===== src/rtl/sr_sched_pkg.sv =====
// Shared definitions for the SR flag scheduler and its arbiter helpers.
// FSM state encoding and operation codes.
package sr_sched_pkg;

   typedef logic [1:0] state_t;

   localparam state_t IDLE   = 2'd0;
   localparam state_t DRIVE  = 2'd1;
   localparam state_t SETTLE = 2'd2;
   localparam state_t ACK    = 2'd3;

   localparam logic OP_SET = 1'b1;
   localparam logic OP_CLR = 1'b0;

endpackage


===== src/rtl/sr_flag_sched_rr_pick.sv =====
// Combinational round-robin first-one finder: returns the first set bit of req
// at or above ptr, wrapping at NREQ.
module rr_pick #(
   parameter  int NREQ = 4,
   localparam int IW   = $clog2(NREQ)
) (
   input  logic [NREQ-1:0] req,
   input  logic [IW-1:0]   ptr,
   output logic [IW-1:0]   idx,
   output logic            valid
);

   // rot[k] is req[(ptr + k) mod NREQ]
   logic [NREQ-1:0] rot;

   always_comb begin
      rot   = NREQ'({req, req} >> ptr);
      idx   = '0;
      valid = 1'b0;
      for (int k = NREQ - 1; k >= 0; k--) begin
         if (rot[k]) begin
            idx   = IW'((int'(ptr) + k) % NREQ);
            valid = 1'b1;
         end
      end
   end

endmodule


===== src/rtl/sr_flag_sched.sv =====
// Round-robin scheduler of set/clear requests onto one shared SR flag:
// timed s/r pulse, one settle cycle, one ack cycle, with a skip path when q already matches.
module sr_flag_sched
   import sr_sched_pkg::*;
#(
   parameter  int NREQ      = 4,
   parameter  int PULSE_CYC = 2,
   localparam int CW        = $clog2(PULSE_CYC + 1),
   localparam int IW        = $clog2(NREQ)
) (
   input  logic            clk,
   input  logic            rstn,
   input  logic [NREQ-1:0] req,
   input  logic [NREQ-1:0] op,
   input  logic            q_in,
   output logic            s_out,
   output logic            r_out,
   output logic [NREQ-1:0] gnt,
   output logic [NREQ-1:0] ack,
   output logic            busy,
   output logic            fault
);

   state_t          state_q, state_d;
   logic [CW-1:0]   cnt_q, cnt_d;
   logic [IW-1:0]   w_q, w_d;
   logic [IW-1:0]   ptr_q, ptr_d;
   logic            op_q, op_d;
   logic            s_q, s_d, r_q, r_d;
   logic [NREQ-1:0] gnt_q, gnt_d, ack_q, ack_d;
   logic            busy_q, busy_d, fault_q, fault_d;

   logic [IW-1:0]   pick_idx;
   logic            pick_valid;

   function automatic logic [NREQ-1:0] onehot(input logic [IW-1:0] i);
      logic [NREQ-1:0] v;
      v    = '0;
      v[i] = 1'b1;
      return v;
   endfunction

   rr_pick #(.NREQ(NREQ)) u_pick (
      .req   (req),
      .ptr   (ptr_q),
      .idx   (pick_idx),
      .valid (pick_valid)
   );

   always_ff @(posedge clk or posedge rstn) begin
      if (rstn) begin
         state_q <= IDLE;
         cnt_q   <= '0;
         w_q     <= '0;
         ptr_q   <= '0;
         op_q    <= 1'b0;
         s_q     <= 1'b0;
         r_q     <= 1'b0;
         gnt_q   <= '0;
         ack_q   <= '0;
         busy_q  <= 1'b0;
         fault_q <= 1'b0;
      end else begin
         state_q <= state_d;
         cnt_q   <= cnt_d;
         w_q     <= w_d;
         ptr_q   <= ptr_d;
         op_q    <= op_d;
         s_q     <= s_d;
         r_q     <= r_d;
         gnt_q   <= gnt_d;
         ack_q   <= ack_d;
         busy_q  <= busy_d;
         fault_q <= fault_d;
      end
   end

   always_comb begin
      state_d = state_q;
      cnt_d   = cnt_q;
      w_d     = w_q;
      op_d    = op_q;
      ptr_d   = ptr_q;
      case (state_q)
         IDLE: begin
            if (pick_valid) begin
               w_d  = pick_idx;
               op_d = op[pick_idx];
               if (op[pick_idx] == q_in) begin
                  state_d = ACK;
               end else begin
                  state_d = DRIVE;
                  cnt_d   = CW'(PULSE_CYC - 1);
               end
            end
         end
         DRIVE: begin
            if (cnt_q == '0) state_d = SETTLE;
            else             cnt_d   = cnt_q - 1'b1;
         end
         SETTLE: state_d = ACK;
         ACK: begin
            state_d = IDLE;
            ptr_d   = (w_q == IW'(NREQ - 1)) ? '0 : w_q + 1'b1;
         end
         default: state_d = IDLE;
      endcase
   end

   // s and r are only ever loaded as complements, so they can never both be high
   always_comb begin
      s_d     = 1'b0;
      r_d     = 1'b0;
      gnt_d   = gnt_q;
      ack_d   = '0;
      busy_d  = (state_d != IDLE);
      fault_d = fault_q;
      case (state_q)
         IDLE: begin
            gnt_d = '0;
            if (pick_valid) begin
               gnt_d = onehot(pick_idx);
               if (op[pick_idx] != q_in) begin
                  s_d = (op[pick_idx] == OP_SET);
                  r_d = (op[pick_idx] == OP_CLR);
               end else begin
                  ack_d = onehot(pick_idx);
               end
            end
         end
         DRIVE: begin
            if (cnt_q != '0) begin
               s_d = s_q;
               r_d = r_q;
            end
         end
         SETTLE: begin
            if (q_in != op_q) fault_d = 1'b1;
            ack_d = onehot(w_q);
         end
         ACK: gnt_d = '0;
         default: ;
      endcase
   end

   assign s_out = s_q;
   assign r_out = r_q;
   assign gnt   = gnt_q;
   assign ack   = ack_q;
   assign busy  = busy_q;
   assign fault = fault_q;

endmodule

===== config.mk =====
export PLATFORM = sky130hd
export DESIGN_NAME = sr_flag_sched
export DESIGN_NICKNAME = d
export VERILOG_FILES = /design/src/rtl/sr_sched_pkg.sv /design/src/rtl/sr_flag_sched_rr_pick.sv /design/src/rtl/sr_flag_sched.sv
export SDC_FILE = /design/constraint.sdc
export NUM_CORES = 1
export LEC_CHECK = 0
export CAP_MARGIN = 5
export CORE_ASPECT_RATIO = 1.25
export CORE_MARGIN = 4
export CORE_UTILIZATION = 50
export DETAILED_ROUTE_END_ITERATION = 10
export GPL_TIMING_DRIVEN = 0
export PLACE_DENSITY = 0.78
export SYNTH_ARGS = -nofsm -noshare
export SYNTH_HDL_FRONTEND = slang
export SYNTH_HIERARCHICAL = 1
export SYNTH_SLANG_ARGS = --single-unit

===== constraint.sdc =====
create_clock -name clk -period 3.9 [get_ports clk]
set_input_delay 0.585 -clock clk [delete_from_list [all_inputs] [get_ports clk]]
set_output_delay 0.585 -clock clk [all_outputs]
set_load 0.02 [all_outputs]

; ---- After elaboration in Yosys (flattened, before gate mapping)
; Cells that the tools add are included.
[word_totals]
output_inout_bits = 12
n_memories = 0
rom_bits = 0
ram_bits = 0
latch_bits = 0
regBits = 21
word_cells = 79
input_bits = 11
[op_classes]
reduce_logical = 11
div = 0
shift = 1
n_lt_le_gt_ge = 4
eq_ne = 11
n_mux = 35
multipliers = 0
bitwise_logic = 1
addsub = 5
[ops]
columns = operator, n
row1 = 2-bit two-way mux, 11
row2 = 4-bit case mux with 2 select lines, 2
row3 = 1-bit two-way mux, 12
row4 = 4-bit two-way mux, 3
row5 = "2-bit != test, second input constant", 4
row6 = 2-bit case mux with 4 select lines, 1
row7 = 2-bit nonzero test, 4
row8 = 8-bit by 2-bit right shift with 4-bit output, 1
row9 = "2-bit equality test, second input constant", 3
row10 = "2-bit by 3-bit less-than comparator with 1-bit output, second input constant", 2
row11 = "2-bit by 1-bit adder with 2-bit output, second input constant", 2
row12 = "2-bit adder, second input constant", 2
row13 = 1-bit demux with 2-bit select, 2
row14 = "2-bit by 1-bit >= comparator with 1-bit output, second input constant", 2
row15 = 2-bit zero test, 2
row16 = 1-bit case mux with 2 select lines, 2
row17 = 2-bit case mux with 2 select lines, 1
row18 = 2-bit AND reduction, 2
row19 = 4-bit AND reduction, 1
row20 = 1-bit binary-select mux with 2-bit select, 1
row21 = "2-bit by 1-bit equality test with 1-bit output, second input constant", 1
row22 = 1-bit logical AND, 2
row23 = 1-bit != test, 2
row24 = "2-bit by 1-bit subtractor with 2-bit output, second input constant", 1
row25 = 2 further kinds, 2

; ---- Longest topological paths before layout
; Gate-level depths: netlist of run 1.
[depth]
ltp_word = 12
mapped_depth = 8
depth_no_buf = 8

; ---- Hierarchy
; The synthesis of run 1 kept the hierarchy.
[by_module_without_submodules]
columns = module, cells_each, n_inst, area_per_inst_um2, seq_area_each_um2
row1 = sr_flag_sched, 97, 1, 1079.8, 525.5
row2 = rr_pick, 15, 1, 77.6, 0.0

; ---- Worst setup path before layout of run 1
; Ideal clock, no wire load.
[synth_path]
path_type = input-to-reg
startpoint = input req[1]
endpoint = register cnt_q[1]
path_stages = 8
required_ns = 3.774
t_arrival_ns = 2.796
slack_ns = 0.978
path_buffers = 0
setup_ns = 0.126
cell_sequence = inv_1 -> a221o_1 -> a21oi_1 -> mux4_2 -> ha_1 -> nand2b_1 -> a21o_2 -> a221o_1
[synth_via]
elab_chain_cells = 10
word_cells_on_any_way = 15
classes_between = eq/ne (3) / shift (1) / mux (10) / reduce/logical (1)
[synth_lines]
columns = element, line
row1 = start: declaration, sr_flag_sched.sv:13  ; input logic [NREQ-1:0] req,
row2 = 8-bit by 2-bit right shift with 4-bit output *, sr_flag_sched_rr_pick.sv:17  ; rot = NREQ'({req, req} >> ptr);
row3 = 2-bit two-way mux (3 in a row), sr_flag_sched_rr_pick.sv:21  ; if (rot[k]) begin
row4 = 2-bit two-way mux *, sr_flag_sched_rr_pick.sv:21
row5 = via pick_idx[0], sr_flag_sched.sv:33  ; logic [IW-1:0] pick_idx;
row6 = 1-bit binary-select mux with 2-bit select *, sr_flag_sched.sv:89  ; if (op[pick_idx] == q_in) begin
row7 = 1-bit two-way mux (implied by the code) *, sr_flag_sched.sv:89
row8 = 1-bit equality test *, sr_flag_sched.sv:89
row9 = 2-bit != test (no line) *, -
row10 = 4-bit AND reduction (no line) *, -
row11 = end signal: assignment, sr_flag_sched.sv:65  ; cnt_q <= cnt_d;
row12 = end: declaration, sr_flag_sched.sv:25  ; logic [CW-1:0] cnt_q, cnt_d;
; Mark *: on every way through the listed nets, which the timed path passes. The rest lies on a longest branch. The select of a mux whose other input is x is not followed.
; A chain may end at the register's enable or synchronous reset.

; ---- Final worst setup path of run 1
; Same ends and word-level chain as after synthesis.

==> impl_metrics.py, run 1 <==
metrics = {
    "drt": {
        "wl_mm": 2.18,
        "drtPass1Iterations": 3,
        "drc": 0,
        "vias": 867,
        "drt_iter0_markers": 14,
        "antenna_left": 0,
        "wl_per_cell_um": 12.9,
        "via_per_inst": 5.13,
    },
    "timing": {
        "fin_crit_ps": 3390,
        "fmaxAchievable_mhz": 295,
        "report.final.slew_viol_count": 0,
        "final-hold-violation-count": 0,
        "setup_ws_ps": 511,
        "setup_viol": 0,
        "hold_slack_ps": 475,
        "maxSlewHeadroom": 0.478,
        "setup_tns_ps": 0,
        "period_share": 0.869,
        "worst_pin_slew_ps": 782,
        "skew_ps": 2.30,
        "rsz0062_at_grt": "no",
    },
    "synth": {
        "async_flop_share": 1.00,
        "synth-edff-count": 0,
        "syn-cell-area_um2": 1160,
        "ys_types": 32,
        "syn_area_per_cell_um2": 10.3,
        "synthAdderAreaFrac": 0.119,
        "syn_nets": 134,
        "synthMuxAreaShare": 0.0800,
        "synth_xor_area_frac": 0.00757,
        "synth_cells": 112,
        "yosysSeqAreaShare": 0.454,
        "synth-main-ff-cell": "dfrtp_1",
        "synth-simple-area-share": 0.123,
        "synth_top_family_by_area": "compound AO/OA/AOI/OAI gates",
        "synth-compound-area-share": 0.154,
        "synth_seq_cells": 21,
        "synth_warnings": 6,
    },
    "global_route": {
        "grt_usage": 0.163,
        "antenna_found_initial": 0,
        "grt_max_degree": 22,
        "grt_pass1_wl_mm": 3.85,
        "globalRoute.totalOverflow": 0,
        "grt_pass1_vias": 922,
    },
    "flow_run": {
        "cap_violations": 0,
    },
    "setup_path": {
        "endpoint_kind": "flop",
        "critical_path.max_fanout": 7,
        "critical_path_arrival_ps": 3590,
        "worstSetupPathType": "in -> reg",
        "worstPathRequired_ps": 4100,
        "crit_path_frequent_cell": "a221o_1",
        "critPathSlowestCell": "mux4_2",
        "path_cells": "clkdlybuf4s50_1 -> inv_1 -> a221o_1 -> a21oi_1 -> mux4_2 -> ha_1 -> nand2b_1 -> a21o_2 -> a221o_1",
        "slowest_delay_ps": 600,
        "worst_setup_path_start_kind": "primary input",
    },
    "clock_tree": {
        "ctsHoldBuffers": 0,
        "cts_made_buffers": 3,
        "cts_tree": "yes",
        "numClockSinks": 21,
        "clock_tree.buffer_depth": 2,
        "cts.htree.levels": 1,
        "root_buffer": "clkbuf_4",
        "path_clk_slew_ps": 120,
        "cts.repair.resized": 0,
        "post_cts_buffers": 0,
        "insertion_delay_ps": 300,
    },
    "outcome": {
        "status": "finished clean",
    },
    "floorplan": {
        "io_pins": 23,
        "die_area_um2": 3150,
        "start_util": 0.523,
        "die_y_um": 61.8,
        "rows": 19,
        "die_w_um": 51.0,
        "coreArea_um2": 2210,
    },
    "power_and_ir_drop": {
        "peakVddDrop_uv": 363,
        "power.density_nw_per_um2": 723,
        "fin_total_pwr_mw": 1.04,
        "p_leak_nw": 0.691,
    },
    "place": {
        "dp_slack_ps": 191,
        "portBuffers": 22,
        "hpwl_mm": 1.76,
        "dp_cells": 165,
        "place.gp.congestion": 0.785,
        "dpl_cell_area_um2": 1420,
    },
    "cells_and_area": {
        "layout-area-overhead-vs-synth_pct": 24.8,
        "fin_cells": 169,
        "post-route-util": 0.653,
        "num_antenna_cells": 0,
        "fillCellCount": 196,
        "finalInstanceArea_um2": 1440,
        "fin_nets": 161,
        "drive_gt1_frac": 0.0942,
    },
    "worst_hold_path": {
        "hp-class": "reg -> reg",
    },
}
## registers in the layout, summed over array words and instances, names as in the netlist, 2 cells and up
signal / flops
cnt_q: 2
gnt: 4
ptr_q: 2
w_q: 2
state_q: 2
ack: 4
## worst max-delay path, delay by kind of cell
kind	cells	cell delay [ps]
compound gates	4	1330
fa+ha+maj	1	320
buf+inv	2	570
mux	1	600
simple gates	1	170
## path summary, 6_finish.rpt
| kind | slack (ps) | depth (start not counted) | endpoint | from |
|---|---|---|---|---|
| min reg2reg | 470 | 1 | fault | fault |
| max in group asynchronous | 2700 | 2 | r_out | rstn |
| max reg2reg | 920 | 8 | cnt_q[1] | ptr_q[0] |
| max | 510 | 9 | cnt_q[1] | req[1] |
| min | 470 | 1 | fault | fault |
| min in group asynchronous | 720 | 2 | busy | rstn |
## synthesized netlist by cell type (2+ instances only)
| cell | count | area, µm² |
|---|---|---|
| dfrtp_1 | 21 | 526 |
| inv_1 | 14 | 52.6 |
| nand2_1 | 12 | 45.0 |
| ha_1 | 11 | 138 |
| nand2b_1 | 5 | 31.3 |
| nor2_1 | 5 | 18.8 |
| a21oi_1 | 4 | 20.0 |
| mux2_2 | 4 | 45.0 |
| o21ai_0 | 4 | 20.0 |
| o31ai_1 | 4 | 30.0 |
| a221o_1 | 2 | 20.0 |
| a22o_1 | 2 | 17.5 |
| and3_1 | 2 | 12.5 |
| nand3_1 | 2 | 10.0 |
| nor2b_1 | 2 | 12.5 |
| o21ai_1 | 2 | 10.0 |
## cells in the final DEF (no fill, tap or decap), drive strengths merged, types with 4 or more instances in the layout
master         count
mux2               5
clkbuf             5
a21oi              4
o31ai              4
inv               14
dfrtp             21
ha                11
nand2             12
nor2               5
clkdlybuf4s50     22
nand2b             5
o21ai              6
## layer usage
layer	track usage	wire [µm]	share of wire
met5	0	0	0
met2	0.319	1160	0.53
met4	0.0808	16	0.0073
met3	0.0239	58	0.027
met1	0.169	951	0.44
## cell type report
cell class	instances	area [µm²]	share of cell area
Clock buffer	3	22.5	0.0156
Timing Repair Buffer	22	220	0.153
Inverter	14	52.6	0.0364
Tap cell	31	38.8	0.0269
Clock inverter	1	5.00	0.00347
Multi-Input combinational cell	74	559	0.387
Sequential cell	21	526	0.364
Buffer	3	20.0	0.0139
## cells by family after synthesis
kind of cell | after synthesis
AND/OR/NAND/NOR | 30
AO/OA/AOI/OAI | 25
flip-flops | 21
buffers and inverters | 17
adder cells (fa/ha/maj) | 11
multiplexers | 7
XOR/XNOR | 1
## power by group
part           total (mW)  switching, mW  internal [mW]
clock               0.105         0.0663         0.0382
sequential          0.364         0.0612          0.302
combinational       0.576          0.301          0.275
(Power assumes the default switching activity.)
==> run 2, diff against run 1 <==
GPL_TIMING_DRIVEN = not set   (was 0)
==> run 2 against run 1 <==
Effect of this change: non-clock buffer count fell by 1; clock skew rose by 7.8 ps; via count rose by 0.35%; combinational power barely moved; first-iteration DRC count rose by 93%; wire length rose by 2.6%; fmax rose by 11%; sequential power barely moved; setup slack improved by 340 ps; clock power barely moved; highest routed layer unchanged.
==> impl_metrics.py, run 2 (synthesized netlist as in run 1, its figures left out) <==
metrics = {
    "setup_path": {
        "crit_path_frequent_cell": "a221o_1",
        "critical_path_arrival_ps": 3260,
        "critPathSlowestCell": "mux4_2",
        "critical_path.max_fanout": 3,
        "crit_family": "compound AO/OA/AOI/OAI gates",
        "path_cells": "clkdlybuf4s50_1 -> inv_1 -> a221o_1 -> a21oi_1 -> mux4_2 -> ha_1 -> nand2b_1 -> a21o_2 -> a221o_1",
        "worst_setup_path_start_kind": "primary input",
        "slowest_delay_ps": 540,
        "worstPathRequired_ps": 4110,
        "endpoint_kind": "flop",
        "worstSetupPathType": "in -> reg",
        "path_buf_inv": 2,
    },
    "floorplan": {
        "die_w_um": 51.0,
        "rows": 19,
        "start_util": 0.523,
        "die_y_um": 61.8,
        "die_area_um2": 3150,
        "coreArea_um2": 2210,
        "io_pins": 23,
    },
    "flow_run": {
        "cap_violations": 0,
    },
    "clock_tree": {
        "insertion_delay_ps": 310,
        "root_buffer": "clkbuf_4",
        "cts_made_buffers": 3,
        "cts.repair.resized": 0,
        "post_cts_buffers": 0,
        "clock_tree.buffer_depth": 2,
        "cts.htree.levels": 1,
        "cts_tree": "yes",
        "ctsHoldBuffers": 0,
        "path_clk_slew_ps": 120,
        "numClockSinks": 21,
    },
    "timing": {
        "setup_tns_ps": 0,
        "period_share": 0.783,
        "setup_ws_ps": 848,
        "worst_pin_slew_ps": 767,
        "maxSlewHeadroom": 0.488,
        "fin_crit_ps": 3050,
        "final-hold-violation-count": 0,
        "report.final.slew_viol_count": 0,
        "rsz0062_at_grt": "no",
        "setup_viol": 0,
        "skew_ps": 10.1,
        "fmaxAchievable_mhz": 328,
    },
    "place": {
        "hpwl_mm": 1.76,
        "dp_slack_ps": 519,
        "dpl_cell_area_um2": 1410,
        "place.gp.congestion": 0.774,
        "portBuffers": 22,
    },
    "cells_and_area": {
        "fin_nets": 160,
        "fillCellCount": 185,
        "post-route-util": 0.650,
        "layout-area-overhead-vs-synth_pct": 24.2,
        "finalInstanceArea_um2": 1440,
        "drive_gt1_frac": 0.0876,
        "final_common_cell": "clkdlybuf4s50_1",
        "num_antenna_cells": 0,
        "mostFrequentLayoutCells": "clkdlybuf4s50_1 (22), dfrtp_1 (21), inv_1 (14)",
    },
    "global_route": {
        "met3_usage": 0.0430,
        "globalRoute.totalOverflow": 0,
        "top_usage_layer": "met2",
        "antenna_found_initial": 0,
        "use_met2": 0.308,
        "grt_usage": 0.166,
        "grt_pass1_wl_mm": 3.74,
        "grt_pass1_vias": 888,
        "use_met1": 0.166,
        "grt_max_degree": 22,
    },
    "drt": {
        "drt_iter0_markers": 27,
        "wl_per_cell_um": 13.3,
        "wl_mm": 2.24,
        "drc": 0,
        "antenna_left": 0,
        "vias": 870,
        "drtPass1Iterations": 4,
        "via_per_inst": 5.18,
    },
    "power_and_ir_drop": {
        "peakVddDrop_uv": 430,
        "power.density_nw_per_um2": 727,
        "p_leak_nw": 0.686,
    },
    "worst_hold_path": {
        "hp-class": "reg -> reg",
    },
    "outcome": {
        "status": "finished clean",
    },
}
==> run 2: cell count changes in the layout (fill, tap and decap cells not counted) <==
cell,delta
buf_4,+2
buf_6,-1
clkbuf_2,-1
clkinv_2,-1
==> run 2: final timing paths <==
check | from | endpoint | slack, ps | cells after the start
setup / recovery | req[1] | cnt_q[1] | 850 | 9
hold / removal | fault | fault | 490 | 1
setup reg to reg | ptr_q[0] | cnt_q[1] | 1230 | 8
hold reg to reg | fault | fault | 490 | 1
max in group asynchronous | rstn | gnt[3] | 2710 | 2
min in group asynchronous | rstn | state_q[1] | 700 | 2
==> run 2: cell type report <==
| cell class | instances | area (µm²) | area share |
|---|---|---|---|
| multi-input cells | 74 | 559 | 0.389 |
| flip-flops and latches | 21 | 526 | 0.366 |
| repair buffers | 24 | 235 | 0.164 |
| inverters | 14 | 52.6 | 0.0366 |
| well taps | 31 | 38.8 | 0.0270 |
| clock buffers | 4 | 26.3 | 0.0183 |
==> run 2: power by group <==
part,internal [mW],switching (mW)
logic,0.278,0.298
clock network,0.0400,0.0673
registers,0.302,0.0598
==> run 2: metrics by stage <==
stage                     std cells  total power [mW]  hold WS, ps
after floorplan                 112             0.770          475
after global placement          164             0.925          443
after detailed placement        164             0.946          459
after CTS                       168              1.05          486
after global routing            168              1.13          512
final                           168              1.05          487
==> run 2: routing by layer <==
metal,routed length (µm),vias up,share of wire
li1,-,434,-
met1,883,410,0.39
met2,1200,20,0.54
met3,103,6,0.046
met4,55,0,0.025
met5,0,-,0
